[src/rtl/spi_frame_master.sv]
// SPI mode-0 frame master: divided sclk, zero-padded frames,
// MOSI shift-out, 2-FF synchronised MISO shift-in.
module spi_frame_master #(
  parameter int FRAME_BITS = 16,
  parameter int DATA_BITS  = 12,
  parameter int CLK_DIV    = 2,
  parameter int CS_IDLE    = 2
) (
  input  logic                 clk,
  input  logic                 rst_a_n,
  input  logic                 ena,
  input  logic                 start,
  input  logic [DATA_BITS-1:0] tx_data,
  output logic                 busy,
  output logic                 done,
  output logic [DATA_BITS-1:0] rx_data,
  output logic                 sclk_n,
  output logic                 cs_n,
  output logic                 mosi,
  input  logic                 miso
);

  localparam int HW = (CLK_DIV > 1) ? $clog2(CLK_DIV) : 1;
  localparam int BW = $clog2(FRAME_BITS + 1);
  localparam int GW = (CS_IDLE > 2) ? $clog2(CS_IDLE - 1) : 1;

  localparam logic [HW-1:0] H_LAST = HW'(CLK_DIV - 1);
  localparam logic [BW-1:0] B_LOAD = BW'(FRAME_BITS);
  localparam logic [GW-1:0] G_LOAD =
    GW'((CS_IDLE > 1) ? CS_IDLE - 2 : 0);

  typedef enum logic [2:0] {
    IDLE, SETUP, SHIFT, HOLD, GAP
  } state_t;

  state_t state, state_d;

  logic [HW-1:0]         hcnt, hcnt_d;
  logic [BW-1:0]         bcnt, bcnt_d;
  logic [GW-1:0]         gcnt, gcnt_d;
  logic [FRAME_BITS-1:0] tx_sr, tx_sr_d;
  logic [DATA_BITS-1:0]  rx_sr, rx_sr_d;
  logic [DATA_BITS-1:0]  rx_d;
  logic                  sclk_n_d, cs_n_d, mosi_d;
  logic                  busy_d, done_d;
  logic [1:0]            sync;
  logic                  miso_s;
  logic [FRAME_BITS-1:0] frame;

  assign frame  = FRAME_BITS'(tx_data);
  assign miso_s = sync[1];

  // The synchroniser ignores ena so miso is never stale after a stall.
  always_ff @(posedge clk or negedge rst_a_n) begin
    if (!rst_a_n) begin
      sync <= 2'b00;
    end else begin
      sync <= {sync[0], miso};
    end
  end

  always_comb begin
    state_d  = state;
    hcnt_d   = hcnt;
    bcnt_d   = bcnt;
    gcnt_d   = gcnt;
    tx_sr_d  = tx_sr;
    rx_sr_d  = rx_sr;
    rx_d     = rx_data;
    sclk_n_d = sclk_n;
    cs_n_d   = cs_n;
    mosi_d   = mosi;
    busy_d   = busy;
    done_d   = 1'b0;
    unique case (state)
      IDLE: begin
        if (start) begin
          state_d  = SETUP;
          tx_sr_d  = frame << 1;
          mosi_d   = frame[FRAME_BITS-1];
          cs_n_d   = 1'b0;
          busy_d   = 1'b1;
          sclk_n_d = 1'b1;
          hcnt_d   = H_LAST;
        end
      end
      SETUP: begin
        if (hcnt == '0) begin
          state_d  = SHIFT;
          sclk_n_d = 1'b0;
          hcnt_d   = H_LAST;
          bcnt_d   = B_LOAD;
        end else begin
          hcnt_d = hcnt - 1'b1;
        end
      end
      SHIFT: begin
        if (hcnt != '0) begin
          hcnt_d = hcnt - 1'b1;
        end else begin
          hcnt_d = H_LAST;
          if (!sclk_n) begin
            // end of high phase: sample, then fall
            rx_sr_d  = DATA_BITS'({rx_sr, miso_s});
            sclk_n_d = 1'b1;
            bcnt_d   = bcnt - 1'b1;
            if (bcnt == BW'(1)) begin
              state_d = HOLD;
              mosi_d  = 1'b0;
            end else begin
              mosi_d  = tx_sr[FRAME_BITS-1];
              tx_sr_d = tx_sr << 1;
            end
          end else begin
            sclk_n_d = 1'b0;
          end
        end
      end
      HOLD: begin
        if (hcnt != '0) begin
          hcnt_d = hcnt - 1'b1;
        end else begin
          cs_n_d = 1'b1;
          done_d = 1'b1;
          rx_d   = rx_sr;
          gcnt_d = G_LOAD;
          // the IDLE cycle is the last cycle of the cs_n gap
          state_d = (CS_IDLE > 1) ? GAP : IDLE;
          busy_d  = (CS_IDLE > 1);
        end
      end
      GAP: begin
        if (gcnt == '0) begin
          state_d = IDLE;
          busy_d  = 1'b0;
        end else begin
          gcnt_d = gcnt - 1'b1;
        end
      end
      default: state_d = IDLE;
    endcase
  end

  always_ff @(posedge clk or negedge rst_a_n) begin
    if (!rst_a_n) begin
      state   <= IDLE;
      hcnt    <= '0;
      bcnt    <= '0;
      gcnt    <= '0;
      tx_sr   <= '0;
      rx_sr   <= '0;
      rx_data <= '0;
      sclk_n  <= 1'b1;
      cs_n    <= 1'b1;
      mosi    <= 1'b0;
      busy    <= 1'b0;
      done    <= 1'b0;
    end else if (ena) begin
      state   <= state_d;
      hcnt    <= hcnt_d;
      bcnt    <= bcnt_d;
      gcnt    <= gcnt_d;
      tx_sr   <= tx_sr_d;
      rx_sr   <= rx_sr_d;
      rx_data <= rx_d;
      sclk_n  <= sclk_n_d;
      cs_n    <= cs_n_d;
      mosi    <= mosi_d;
      busy    <= busy_d;
      done    <= done_d;
    end
  end

endmodule

[config.mk]
export PLATFORM = sky130hd
export DESIGN_NAME = spi_frame_master
export DESIGN_NICKNAME = d
export VERILOG_FILES = /design/src/rtl/spi_frame_master.sv
export SDC_FILE = /design/constraint.sdc
export NUM_CORES = 1
export LEC_CHECK = 0
export BUFFER_PORTS_ARGS = -buffer_cell sky130_fd_sc_hd__buf_2
export CAP_MARGIN = 20
export CORE_MARGIN = 2
export CORE_UTILIZATION = 45
export CTS_CLUSTER_SIZE = 40
export DETAILED_ROUTE_END_ITERATION = 10
export PLACE_DENSITY = 0.62
export SYNTH_ARGS = -nofsm -noshare
export SYNTH_HDL_FRONTEND = slang
export SYNTH_SLANG_ARGS = --single-unit
[constraint.sdc]
create_clock -name clk -period 2.4 [get_ports clk]
set_input_delay 0 -clock clk [delete_from_list [all_inputs] [get_ports clk]]
set_output_delay 0 -clock clk [all_outputs]
set_load 0.01 [all_outputs]
==> results_dict.tcl, run 1 <==
set metrics [dict create \
    pwr-share-clk 0.171 \
    path_class "reg2reg" \
    clk_latency_ns 0.30 \
    worst_slew_pin_slew_ns 0.469 \
    cp_data_required_time_ns 2.62 \
    worst_path_dominant_cell_family "simple AND/OR/NAND/NOR gates" \
    drc 0 \
    num_antenna_cells 0 \
    layout-drive-gt1-share 0.306 \
    rrSetupSlack_ns 0.62 \
    cp-end-kind "flop" \
    worstPathMaxFanout 15 \
    fillers 453 \
    combPwrFrac 0.352 \
    synth_edf_count 0 \
    initial_core_util 0.470 \
    viasPerCell 5.22 \
    wire_per_inst_microns 13.7 \
    fp.dieW_microns 77.5 \
    netlist_instances 205 \
    p_per_area_mw_per_mm2 1060 \
    cts_tree "built" \
    overflow 0 \
    path_cells "inv_1, ha_1, or4b_4, a31oi_4, buf_4, o21ai_0, o21ai_0" \
    maxCapViolCount 0 \
    holdWs_ns 0.00769 \
    drtIter0Drc 79 \
    worstReg2RegStart "bcnt[1]" \
    core_sq_mm 0.00517 \
    ys_async_sr_fraction 1.00 \
    r2r_end "tx_sr[8]" \
    wl_met2_microns 2010 \
    clockRootBuffer "clkbuf_8" \
    yosys_register_bits 55 \
    ctsHtreeMaxLevel 2 \
    grt_antenna_before_repair 0 \
    finalCritPeriodShare 0.741 \
    report.final.slew_viol_count 0 \
    gp_congestion 0.813 \
    clkSlewWorstSetupHoldPaths_ns 0.09 \
    holdPathStages 3 \
    utilization 0.550 \
    rows 26 \
    hpwl_microns 2850 \
    slew_headroom 0.687 \
    worst_slack_ns 0.622 \
    wirelength_microns 4350 \
    crit_top_cell "o21ai_0" \
    synthFlopType "dfrtp_1" \
    synth_area_sq_mm 0.00243 \
    setup_tns_ns 0 \
    arrival_ns 1.99 \
    grt_pass1_wl_microns 7740 \
    skew_ns 0.00391 \
    numCtsBuffers 5 \
    ys_warn_count 0 \
    syn2layout_area_growth_pct 16.9 \
    grt_pass1_vias 1609 \
    power_w 0.00301 \
    hold_start "tx_data[10]" \
    wl_met3_microns 148 \
    p_sw_w 0.00107 \
    postCtsSetupRepairBufs 0 \
    syn_nets 224 \
    vias 1659 \
    grt_start_max_net_pins 39 \
    leakagePower_nw 1.41 \
    pre_cts_ws_ns 0.637 \
    fmax_ghz 0.562 \
    start_kind "flop" \
    min_period_ns 1.78 \
    fin_nets 266 \
    ys_seq_area_frac 0.567 \
    antenna_left 0 \
    critPathMaxStageDelay_ns 0.49 \
    cts_num_sinks 55 \
    finalSetupViolCount 0 \
    crit_slowest_cell "or4b_4" \
    pin_count 34 \
    finalHoldViolations 0 \
    synth_cell_types 34 \
    switching_share 0.355 \
    outcome "completed" \
    clock_path_buffers 2 \
    pwr-share-seq 0.478 \
    reg2reg_depth 7 \
    fp.dieH_microns 77.5 \
    ir_drop_mv 0.484 \
    min_path_type "in2reg" \
    syn_area_per_cell_sq_um 11.9 \
    portBuffers 33 \
    wl_met1_microns 2130 \
    top_layer_used "met4" \
    die-area_sq_mm 0.00601 \
    firstDrtPassIters 5 \
    min_to "tx_sr[11]" \
    track_usage 0.160 \
    p_int_w 0.00194 \
    cp.buffers_inverters 2 \
    rsz0062_at_grt "no" \
]
==> logic make-up after synthesis <==
kind of cell	count (synthesis)	share of synthesized area
AND/OR/NAND/NOR	40	0.0910
XOR/XNOR	1	0.00360
flip-flops	55	0.567
buffers and inverters	17	0.0360
AO/OA/AOI/OAI	53	0.128
multiplexers	37	0.165
adder cells (fa/ha/maj)	2	0.0103
==> cells in the mapped netlist, types with 2 or more instances <==
library cell / number / area share
dfrtp_1: 53 / 0.54
o21ai_0: 38 / 0.078
mux2_2: 25 / 0.12
nand2_1: 15 / 0.023
mux2i_1: 12 / 0.049
buf_2: 7 / 0.014
nor2_1: 6 / 0.0093
inv_1: 5 / 0.0077
nor3b_1: 5 / 0.015
a21o_1: 4 / 0.012
nor2b_1: 4 / 0.010
nor3_1: 3 / 0.0062
buf_4: 2 / 0.0062
clkbuf_1: 2 / 0.0031
dfstp_2: 2 / 0.022
ha_1: 2 / 0.010
nand3_1: 2 / 0.0041
o31ai_1: 2 / 0.0062
==> power groups by stage <==
stage / logic (W) / clock network [W] / registers [W]
3_3_place_gp: 0.00103 / 0 / 0.00145
5_1_grt: 0.00119 / 0.000581 / 0.00149
6_report: 0.00106 / 0.000513 / 0.00144
4_1_cts: 0.00108 / 0.000536 / 0.00144
3_5_place_dp: 0.00106 / 0 / 0.00146
2_1_floorplan: 0.000833 / 0 / 0.00140
==> cell type report <==
| type | count | area [sq um] | area share |
|---|---|---|---|
| Timing Repair Buffer | 47 | 295 | 0.104 |
| Multi-Input combinational cell | 133 | 972 | 0.342 |
| Tap cell | 70 | 87.6 | 0.0308 |
| Inverter | 5 | 18.8 | 0.00660 |
| Sequential cell | 55 | 1380 | 0.485 |
| Clock buffer | 7 | 86.3 | 0.0304 |
| Clock inverter | 1 | 5.00 | 0.00176 |
==> how the worst max path moves through the flow <==
stage	to	slack, ns	start	depth (start not counted)
6_report	tx_sr[8]	0.62	bcnt[1]	7
5_1_grt	tx_sr[9]	0.46	bcnt[1]	7
4_1_cts	tx_sr[11]	0.60	bcnt[1]	7
3_5_place_dp	tx_sr[11]	0.64	bcnt[1]	7
3_3_place_gp	tx_sr[2]	0.69	bcnt[1]	6
2_1_floorplan	tx_sr[10]	0.66	bcnt[1]	7
==> cell usage in the layout, fill, tap and decap left out, types with 2 or more instances in the layout <==
cell type,instances
mux2i_1,12
nand3_1,2
ha_1,2
dfrtp_1,53
nor3_1,3
nor2_1,6
a21o_1,4
clkbuf_8,6
nor2b_1,4
buf_4,4
o31ai_1,2
dfstp_2,2
buf_2,33
mux2_2,25
nor3b_1,4
dlygate4sd3_1,10
nand2_1,15
o21ai_0,38
inv_1,5
==> flip-flops by register name (all words and copies together) (netlist names) <==
signal	count
tx_sr	15
rx_data	12
sync	2
rx_sr	12
hcnt	1
busy	1
state	3
cs_n	1
done	1
mosi	1
bcnt	5
sclk_n	1
==> through the flow <==
| stage | std cells | instance area (sq um) |
|---|---|---|
| 5_1_grt | 318 | 2840 |
| 3_5_place_dp | 300 | 2650 |
| 3_3_place_gp | 300 | 2650 |
| 6_report | 318 | 2840 |
| 2_1_floorplan | 205 | 2430 |
| 4_1_cts | 318 | 2840 |
==> per-layer routing <==
metal | up-vias | global-route usage
li1 | 809 | -
met1 | 814 | 0.228
met2 | 30 | 0.245
met3 | 6 | 0.0395
met4 | 0 | 0.0429
met5 | - | 0
==> repair_timing <==
item                                   CTS  global route
endpoints found under the hold margin   26             0
hold buffers                            10             0
resized for setup                        0             0
==> worst reg2reg max path, stage by stage, from the launching register on <==
cell	delay, ns
dfrtp_1	0.40
inv_1	0.08
ha_1	0.13
or4b_4	0.49
a31oi_4	0.20
buf_4	0.21
o21ai_0	0.09
o21ai_0	0.10
Note: power is estimated with default switching activity, not from simulation.
==> run 2: changes to the inputs <==
PLACE_DENSITY = 0.65   (was 0.62)
clock period = 1.5 ns   (was 2.4 ns; I/O delays follow)
==> run 2 against run 1 <==
Against the previous run:
- the flow now finishes with violations (negative hold slack, negative setup slack)
- clock power up 63%
- cell count up 10%
- die area unchanged
- cell area up 12%
- critical path type unchanged
- global-route usage up 0.75 points
==> results_dict.tcl, run 2 (synthesis results as in run 1) <==
set metrics [dict create \
    largest_registers "tx_sr x15, rx_data x12, rx_sr x12" \
    min_period_ns 1.73 \
    arrival_ns 1.91 \
    outcome "finished with violations" \
    firstDrtPassIters 4 \
    viasPerCell 5.05 \
    track_usage 0.167 \
    clkSlewWorstSetupHoldPaths_ns 0.11 \
    syn2layout_area_growth_pct 31.5 \
    p_per_area_mw_per_mm2 1750 \
    grt_pass1_vias 1726 \
    finalCritPeriodShare 1.15 \
    initial_core_util 0.470 \
    wire_per_inst_microns 13.6 \
    fin_nets 299 \
    final_area_sq_mm 0.00320 \
    final_cell_mix "dfrtp_1 (52), buf_2 (33), buf_4 (30)" \
    clock_path_buffers 2 \
    numCtsBuffers 5 \
    min_path_type "in2reg" \
    holdWs_ns -0.00156 \
    core_sq_mm 0.00517 \
    rsz0062_at_grt "yes" \
    wirelength_microns 4780 \
    ctsHtreeMaxLevel 2 \
    vias 1771 \
    leakagePower_nw 1.57 \
    layout-drive-gt1-share 0.427 \
    fp.dieW_microns 77.5 \
    final_common_cell "dfrtp_1" \
    grt_antenna_before_repair 0 \
    fmax_ghz 0.578 \
    cts_tree "built" \
    overflow 0 \
    hpwl_microns 3090 \
    rows 26 \
    grt_pass1_wl_microns 8050 \
    portBuffers 33 \
    slew_headroom 0.737 \
    clockRootBuffer "clkbuf_8" \
    pin_count 34 \
    antenna_left 0 \
    place_area_sq_mm 0.00285 \
    drtIter0Drc 47 \
    fp.dieH_microns 77.5 \
    violations "negative hold slack, negative setup slack" \
    num_antenna_cells 0 \
    regMostFlops "tx_sr" \
    cts_num_sinks 55 \
    finalHoldViolations 1 \
    largest_reg_flops 15 \
    worst_slack_ns -0.229 \
    finalSetupViolCount 29 \
    path_class "reg2reg" \
    worstPathMaxFanout 8 \
    cp_data_required_time_ns 1.68 \
    grt_start_max_net_pins 41 \
    ir_drop_mv 0.846 \
    cp-end-kind "flop" \
    maxCapViolCount 0 \
    drc 0 \
    start_kind "flop" \
    skew_ns 0.0141 \
    utilization 0.619 \
    die-area_sq_mm 0.00601 \
    gp_congestion 0.842 \
    worst_slew_pin_slew_ns 0.395 \
    clk_latency_ns 0.31 \
    report.final.slew_viol_count 0 \
]
-- run 2: what timing repair did --
item,in CTS,in global routing
hold buffers,12,0
gates cloned,2,1
resized for setup,11,10
pin swaps,3,4
endpoints found under the setup margin,43,35
setup buffers,3,3
hold endpoints to repair,66,0
-- run 2: per-layer routing --
metal  track usage  routed length [microns]  vias up  share of wire
li1              -                        -      874              -
met1         0.222                     2200      864           0.46
met2         0.277                     2360       28           0.49
met3        0.0302                      160        5          0.034
met4        0.0589                       55        0          0.012
met5             0                        0        -              0
-- run 2: worst paths after layout --
check                      startpoint        end  slack (ns)  depth (start not counted)
max                           bcnt[1]  tx_sr[15]       -0.23                          6
min                        tx_data[1]   tx_sr[2]      -0.002                          3
max reg2reg                   bcnt[1]  tx_sr[15]       -0.23                          6
min reg2reg                   sync[0]    sync[1]        0.36                          0
max in group asynchronous     rst_a_n   state[2]        0.81                          3
min in group asynchronous     rst_a_n   tx_sr[8]        0.14                          2
-- run 2: cell type report --
| type | count | area, sq um |
|---|---|---|
| tap | 70 | 87.6 |
| clock buffer | 5 | 68.8 |
| inverter | 5 | 18.8 |
| multi-input combinational | 135 | 1060 |
| clock inverter | 3 | 27.5 |
| sequential | 55 | 1380 |
| fill | 419 | 1970 |
| timing repair buffer | 78 | 553 |
-- run 2: worst max-delay path: stages (launching register included) --
cell,delay (ns)
dfrtp_1,0.41
inv_2,0.09
ha_4,0.11
or4b_4,0.48
a31oi_4,0.20
or2_4,0.20
o21ai_0,0.11
-- run 2: metrics by stage --
step / power, W / setup slack [ns] / hold slack [ns] / TNS, ns / cells
global route: 0.00598 / -0.279 / 0.0272 / -6.58 / 351
floorplan: 0.00364 / -0.188 / -0.296 / -2.37 / 205
detailed placement: 0.00442 / -0.218 / -0.0499 / -4.35 / 323
global placement: 0.00438 / -0.131 / -0.0526 / -3.13 / 323
finish: 0.00559 / -0.229 / -0.00156 / -4.14 / 351
CTS: 0.00548 / -0.202 / 0.00600 / -3.09 / 348
-- run 2: where the power goes --
| part | internal [W] | switching (W) |
|---|---|---|
| Combinational | 0.00131 | 0.00118 |
| Sequential | 0.00194 | 0.000328 |
| Clock | 0.000343 | 0.000495 |
==> run 3: changes to the inputs <==
BUFFER_PORTS_ARGS = default   (was -buffer_cell sky130_fd_sc_hd__buf_2)
CORE_UTILIZATION = 25   (was 45)
DONT_BUFFER_PORTS = 1   (was default)
PLACE_DENSITY = 0.37   (was 0.65)
SLEW_MARGIN = 5   (was default)
==> run 3 against run 2 <==
Against the previous run:
- the flow finishes with violations (negative setup slack)
- clock skew shrank 0.0052 ns
- sequential power grew 2%
- via count shrank 4.2%
- combinational power grew 4%
- die area grew 75%
- maximum frequency shrank 1.4%
- core utilization shrank 28 points
- critical path type unchanged
- largest cell class unchanged
- highest routed layer unchanged
==> results_dict.tcl, run 3 (synthesis results as in run 1) <==
set metrics [dict create \
    skew_ns 0.00888 \
    gp_congestion 0.729 \
    hpwl_microns 3240 \
    vias 1697 \
    finalHoldViolations 0 \
    fin_nets 272 \
    worst_slack_ns -0.253 \
    cp-end-kind "flop" \
    clock_path_buffers 2 \
    clk_latency_ns 0.31 \
    holdPathStages 3 \
    min_path_type "in2reg" \
    viasPerCell 4.39 \
    grt_start_max_net_pins 56 \
    worst_slew_pin_slew_ns 0.462 \
    num_antenna_cells 0 \
    fp.dieW_microns 103 \
    regMostFlops "tx_sr" \
    utilization 0.340 \
    maxCapViolCount 0 \
    place_area_sq_mm 0.00273 \
    wire_per_inst_microns 15.2 \
    initial_core_util 0.254 \
    grt_antenna_before_repair 0 \
    fillers 990 \
    drc 0 \
    finalNonFillerCells 387 \
    arrival_ns 1.94 \
    report.final.slew_viol_count 0 \
    ir_drop_mv 0.628 \
    drtIter0Drc 45 \
    antenna_left 0 \
    fmax_ghz 0.570 \
    min_period_ns 1.75 \
    violations "negative setup slack" \
    layout-drive-gt1-share 0.362 \
    ctsHtreeMaxLevel 2 \
    track_usage 0.115 \
    multiInputGateArea_sq_mm 0.00114 \
    path_class "reg2reg" \
    p_per_area_mw_per_mm2 1760 \
    clkSlewWorstSetupHoldPaths_ns 0.10 \
    rows 36 \
    largest_registers "tx_sr x15, rx_data x12, rx_sr x12" \
    post-place-cells 349 \
    portBuffers 0 \
    grt_pass1_wl_microns 9390 \
    cts_tree "built" \
    setup_tns_ns -3.82 \
    finalSetupViolCount 18 \
    clockRootBuffer "clkbuf_8" \
    fp.dieH_microns 103 \
    die-area_sq_mm 0.0105 \
    grt_pass1_vias 1790 \
    overflow 0 \
    slew_headroom 0.691 \
    final_area_sq_mm 0.00327 \
    wirelength_microns 5870 \
    leakagePower_nw 1.48 \
    reg2reg_depth 6 \
    worstPathMaxFanout 8 \
    pin_count 34 \
    firstDrtPassIters 4 \
    cts_num_sinks 55 \
    syn2layout_area_growth_pct 34.2 \
    cp_data_required_time_ns 1.69 \
    pre_cts_ws_ns -0.226 \
    final_common_cell "dfrtp_1" \
    final_cell_mix "dfrtp_1 (51), buf_4 (27), o21ai_1 (18)" \
    finalCritPeriodShare 1.17 \
    rsz0062_at_grt "yes" \
    outcome "finished with violations" \
    regArea_sq_mm 0.00138 \
    numCtsBuffers 5 \
    largest_reg_flops 15 \
    core_sq_mm 0.00959 \
    start_kind "flop" \
]
-- run 3: changes by cell type in the layout (fill, tap and decap cells not counted), moves of 2 or more --
cell           previous run  this run
buf_2                    33         0
mux2_2                   25        13
mux2_4                    0        12
o21ai_0                  24        17
dlygate4sd3_1            12        16
o21ai_1                  14        18
buf_4                    30        27
o21ai_2                   1         4
buf_6                     2         4
-- run 3: power by group --
part | leakage, nW | total, W | switching (W) | internal, W
combinational | 0.726 | 0.00259 | 0.00126 | 0.00133
sequential | 0.713 | 0.00230 | 0.000364 | 0.00194
clock | 0.0418 | 0.000839 | 0.000502 | 0.000337
total | 1.48 | 0.00574 | 0.00213 | 0.00361
-- run 3: path summary, 6_finish.rpt --
check | start | endpoint | slack [ns]
setup / recovery | bcnt[1] | tx_sr[2] | -0.25
hold / removal | ena | hcnt | 0.07
setup reg to reg | bcnt[1] | tx_sr[2] | -0.25
hold reg to reg | sync[0] | sync[1] | 0.36
max in group asynchronous | rst_a_n | cs_n | 0.96
min in group asynchronous | rst_a_n | bcnt[2] | 0.24
-- run 3: repair_timing --
item                                   4_1_cts  5_1_grt
setup endpoints to repair                   43       39
hold buffers                                17        0
pin swaps                                   21       12
endpoints found under the hold margin       83        0
gates cloned                                 4        1
resized for setup                           42        9
setup buffers                                9        2
-- run 3: area by class of cell --
class	instances	area share
repair buffers	50	0.144
clock inverters	2	0.00498
multi-input cells	136	0.349
clock buffers	6	0.0222
inverters	5	0.00575
well taps	133	0.0510
flip-flops and latches	55	0.423
-- run 3: layer usage --
metal	part of all wire	up-vias	wire length, microns	GRT usage
li1	-	823	-	-
met1	0.47	843	2770	0.152
met2	0.48	29	2800	0.191
met3	0.044	2	258	0.0298
met4	0.0053	0	31	0.0246
met5	0	-	0	0
-- run 3: stage by stage --
| stage | hold slack, ns | total power [W] |
|---|---|---|
| after detailed placement | -0.294 | 0.00434 |
| final | 0.0691 | 0.00574 |
| after global routing | 0.0913 | 0.00616 |
| after CTS | 0.0555 | 0.00571 |
| after global placement | -0.294 | 0.00433 |
| after floorplan | -0.296 | 0.00364 |
-- run 3: worst max-delay path, cell delays in order (launching register included) --
cell,delay (ns)
dfrtp_1,0.40
inv_2,0.08
ha_4,0.11
or4b_4,0.49
a31oi_4,0.24
or2_4,0.24
o21ai_1,0.07
